==> src/rtl/regex_line_sequencer.sv <==
// Line sequencer for a bit-serial regex engine: accepts one WIDTH-bit line, resets the engine,
// streams the bits MSB first, waits for the engine to settle, then reports match/line number.
module regex_line_sequencer #(
  parameter int WIDTH      = 21,
  parameter int LINE_W     = 14,
  parameter int SETTLE_CYC = 1
) (
  input  logic              clk,
  input  logic              reset,
  input  logic              line_valid,
  input  logic [WIDTH-1:0]  line_data,
  output logic              line_ready,
  output logic              eng_rst,
  output logic              eng_i,
  output logic              eng_ic,
  input  logic              eng_o,
  output logic              res_valid,
  input  logic              res_ready,
  output logic              res_match,
  output logic [LINE_W-1:0] res_line,
  output logic [15:0]       match_count,
  output logic              busy,
  output logic [2:0]        state_dbg
);

  // Handshakes: a transfer happens on a rising edge where valid && ready are both high.
  // Once raised, res_valid and its payload hold until that transfer; line_ready is only high in IDLE.

  localparam int CNT_W = ($clog2(WIDTH) > 4) ? $clog2(WIDTH) : 4;

  typedef enum logic [2:0] {
    IDLE   = 3'd0,
    CLEAR  = 3'd1,
    SHIFT  = 3'd2,
    SETTLE = 3'd3,
    REPORT = 3'd4
  } state_t;

  state_t             state;
  logic [WIDTH-1:0]   shift_reg;
  logic [CNT_W-1:0]   cnt;

  assign state_dbg = state;

  always_ff @(posedge clk) begin
    if (reset) begin
      state       <= IDLE;
      shift_reg   <= '0;
      cnt         <= '0;
      line_ready  <= 1'b1;
      eng_rst     <= 1'b0;
      eng_i       <= 1'b0;
      eng_ic      <= 1'b0;
      res_valid   <= 1'b0;
      res_match   <= 1'b0;
      res_line    <= '0;
      match_count <= '0;
      busy        <= 1'b0;
    end else begin
      case (state)
        IDLE: begin
          if (line_valid && line_ready) begin
            shift_reg  <= line_data;
            res_line   <= res_line + LINE_W'(1);
            line_ready <= 1'b0;
            busy       <= 1'b1;
            eng_rst    <= 1'b1;
            state      <= CLEAR;
          end
        end
        CLEAR: begin
          // The first bit is presented together with the SHIFT entry so SHIFT lasts exactly WIDTH cycles.
          eng_rst   <= 1'b0;
          eng_i     <= 1'b1;
          eng_ic    <= shift_reg[WIDTH-1];
          shift_reg <= shift_reg << 1;
          cnt       <= CNT_W'(WIDTH - 1);
          state     <= SHIFT;
        end
        SHIFT: begin
          if (cnt == '0) begin
            eng_ic <= 1'b0;
            cnt    <= CNT_W'(SETTLE_CYC - 1);
            state  <= SETTLE;
          end else begin
            eng_ic    <= shift_reg[WIDTH-1];
            shift_reg <= shift_reg << 1;
            cnt       <= cnt - CNT_W'(1);
          end
        end
        SETTLE: begin
          if (cnt == '0) begin
            res_match <= eng_o;
            eng_i     <= 1'b0;
            res_valid <= 1'b1;
            state     <= REPORT;
          end else begin
            cnt <= cnt - CNT_W'(1);
          end
        end
        REPORT: begin
          if (res_ready) begin
            if (res_match && (match_count != 16'hFFFF)) begin
              match_count <= match_count + 16'd1;
            end
            res_valid  <= 1'b0;
            busy       <= 1'b0;
            line_ready <= 1'b1;
            state      <= IDLE;
          end
        end
        default: begin
          state      <= IDLE;
          line_ready <= 1'b1;
          eng_rst    <= 1'b0;
          eng_i      <= 1'b0;
          eng_ic     <= 1'b0;
          res_valid  <= 1'b0;
          busy       <= 1'b0;
        end
      endcase
    end
  end

endmodule

==> config.mk <==
export PLATFORM = sky130hd
export DESIGN_NAME = regex_line_sequencer
export DESIGN_NICKNAME = d
export VERILOG_FILES = /design/src/rtl/regex_line_sequencer.sv
export SDC_FILE = /design/constraint.sdc
export NUM_CORES = 1
export LEC_CHECK = 0
export BUFFER_PORTS_ARGS = -buffer_cell sky130_fd_sc_hd__buf_2
export CORE_AREA = 2 2 98 100
export DETAILED_ROUTE_END_ITERATION = 16
export DIE_AREA = 0 0 100 102
export SYNTH_ARGS = -nofsm -noshare
export SYNTH_HDL_FRONTEND = slang
export SYNTH_SLANG_ARGS = --single-unit
==> constraint.sdc <==
create_clock -name clk -period 1.9 [get_ports clk]
set_input_delay 0.38 -clock clk [delete_from_list [all_inputs] [get_ports clk]]
set_output_delay 0.38 -clock clk [all_outputs]
set_load 0.01 [all_outputs]
==> out/results.ini <==
[timing]
slew_violations = 0
tightestPinTransition_ns = 0.548
min_period_ns = 1.88
fin_skew_ns = 0.0107
hold_viol = 0
fin_ws_ns = 0.0203
fin_crit_sh = 0.989
rsz0062_at_grt = true
setup_viol = 0
timing.hold.ws_ns = 0.306
clock.fmax_mhz = 532
slew_headroom = 0.632

[job]
max-cap-violations = 0

[layout]
largest_reg_flops = 21
antennaDiodeCount = 0
drive_above_1_share = 0.350
post-route-cell-area_um2 = 4260
syn2layout_area_growth_pct = 35.1
fin_util = 0.467
nNetsFinal = 485

[routing]
num_vias = 2978
ant_nets = 0
drtIter0Drc = 124
wire_per_inst_um = 13.8
detail_route.first_pass.iterations = 4
via_per_inst = 5.22
totalWireLength_um = 7910
drc_errors = 0

[synth]
synth_seq_cells = 66
synth_flop_cell = dfxtp_1
ys_seq_area_frac = 0.419
synthArstFlopShare = 0
synth_area_um2 = 3150
yosysUniqueCellTypes = 51
syn_nets = 389
syn_area_per_cell_um2 = 8.75
syn_inst = 360
ys_warn_count = 0
synth_edf_count = 0

[setup_path]
crit_fanout = 10
crit_path_start_kind = flip-flop
end_kind = flip-flop
path_class = flip-flop to flip-flop
worstPathRequired_ns = 2.18
r2r_cells = 6
arrival_ns = 2.16

[floorplan]
rows = 35
pin_count = 66
die_area_um2 = 10200
die_x_um = 100
initial_core_util = 0.346
coreArea_um2 = 9110
die_h_um = 102

[power_and_ir_drop]
p_comb_frac = 0.465
sw_frac_of_total = 0.349
max-vdd-ir-drop_mv = 0.761
p_int_w = 0.00375
p_clk_frac = 0.213
power.leakage_nw = 1.76
p_per_area_nw_per_um2 = 1350
netSwitchingPower_w = 0.00201
power_frac_seq = 0.322

[clock_network]
h-tree-depth = 3
cts_tree = built
clkLatencyLatePin_ns = 0.35
clock_sinks = 66
cts_hold_buffers = 0
cts_made_buffers = 9
root_buffer = clkbuf_8
clk_path_buf_depth = 2
path_clk_slew_ns = 0.08

[place]
numPortBuffers = 65
hpwlAfterDp_um = 5450
routabilityCongestion = 0.820
pre_cts_slack_ns = -0.0320
placed_cell_area_um2 = 3840

[grt]
grt_max_degree = 27
track_usage = 0.153
grt_pass1_wl_um = 12600
antenna_found_initial = 0
gr-total-overflow = 0
grt_pass1_vias = 2707

[min_path]
hold_depth = 3
hp-class = input pin to flip-flop

[status]
status = completed

-- layout make-up --
type                       count  area, µm²
timing repair buffer         109        724
sequential                    66       1330
fill                         887       4850
clock buffer                  13        169
inverter                       8       30.0
multi-input combinational    262       1830
clock inverter                 2       35.0
tap                          111        139
-- per-layer routing --
metal	vias to the layer above	wire length, µm	global-route usage
li1	1511	-	-
met1	1385	3700	0.197
met2	72	3700	0.242
met3	10	417	0.0506
met4	0	99	0.0537
met5	-	0	0
-- power groups by stage --
| stage | clock network (W) | logic, W | registers, W |
|---|---|---|---|
| after CTS | 0.00126 | 0.00234 | 0.00184 |
| after floorplan | 0 | 0.00150 | 0.00188 |
| after detailed placement | 0 | 0.00233 | 0.00187 |
| after global routing | 0.00133 | 0.00294 | 0.00189 |
| final | 0.00123 | 0.00268 | 0.00185 |
| after global placement | 0 | 0.00229 | 0.00186 |
-- cells by family after synthesis --
logic type,count (synthesis),share of synthesized area
DFF,66,0.419
adders and majority gates,3,0.0119
buffers and inverters,32,0.0433
muxes,28,0.0913
AOI/OAI and AO/OA,87,0.179
xor gates and xnor gates,9,0.0250
and+or+nand+nor,135,0.231
-- placed cells by master (no fill, tap or decap), types with 3 or more instances in the layout --
master	netlist	layout
or3_1	6	6
ha_1	3	3
xnor2_1	4	4
o21ai_0	12	12
and3_1	5	5
buf_4	1	36
inv_1	8	8
a211oi_1	22	19
o31ai_2	0	3
nand2_1	21	21
o21a_1	3	3
nand4_1	7	7
nand2b_1	3	3
nor3_1	5	4
dfxtp_1	66	63
mux2_2	6	6
mux2i_1	22	22
o31ai_1	8	5
nand3_1	11	11
nor2b_1	7	7
nor2_1	43	40
buf_6	1	3
xor2_1	5	5
a21oi_1	28	26
nor2_2	0	3
buf_2	3	66
a211oi_2	0	3
clkbuf_8	0	12
or4_1	9	7
dfxtp_2	0	3
-- cell usage after synthesis, types with 4 or more instances --
cell / n / area, µm²
a211oi_1: 22 / 165
a21oi_1: 28 / 140
and3_1: 5 / 31.3
clkbuf_1: 17 / 63.8
dfxtp_1: 66 / 1320
inv_1: 8 / 30.0
mux2_2: 6 / 67.6
mux2i_1: 22 / 220
nand2_1: 21 / 78.8
nand3_1: 11 / 55.1
nand4_1: 7 / 43.8
nor2_1: 43 / 161
nor2b_1: 7 / 43.8
nor3_1: 5 / 25.0
o21ai_0: 12 / 60.1
o31ai_1: 8 / 60.1
or3_1: 6 / 37.5
or4_1: 9 / 67.6
xnor2_1: 4 / 35.0
xor2_1: 5 / 43.8
-- through the flow --
stage | TNS (ns) | power, W | instances
2_1_floorplan | -0.373 | 0.00338 | 360
3_3_place_gp | 0 | 0.00416 | 548
3_5_place_dp | -0.0320 | 0.00420 | 548
4_1_cts | -0.0154 | 0.00544 | 565
5_1_grt | -0.264 | 0.00615 | 571
6_report | 0 | 0.00576 | 571
-- path summary, 6_finish.rpt --
check	endpoint	slack, ns	from
worst max-delay path	match_count[8]	0.02	state_dbg[2]
worst min-delay path	shift_reg[0]	0.31	line_data[0]
worst max register to register	match_count[8]	0.02	state_dbg[2]
worst min register to register	res_valid	0.47	res_valid
-- worst max-delay path, stage by stage (launching register included) --
cell and delay [ns]:
dfxtp_2 0.33, or3b_4 0.37, or3_1 0.36, buf_6 0.15, buf_2 0.17, or3_1 0.31, a21oi_1 0.12
-- what timing repair did --
| item | CTS | global route |
|---|---|---|
| pin swaps | 2 | 7 |
| endpoints found under the setup margin | 2 | 28 |
| gates cloned | 0 | 2 |
| gates resized for setup | 1 | 23 |
| setup buffers | 2 | 4 |
Power figures use the tool's default switching activity.
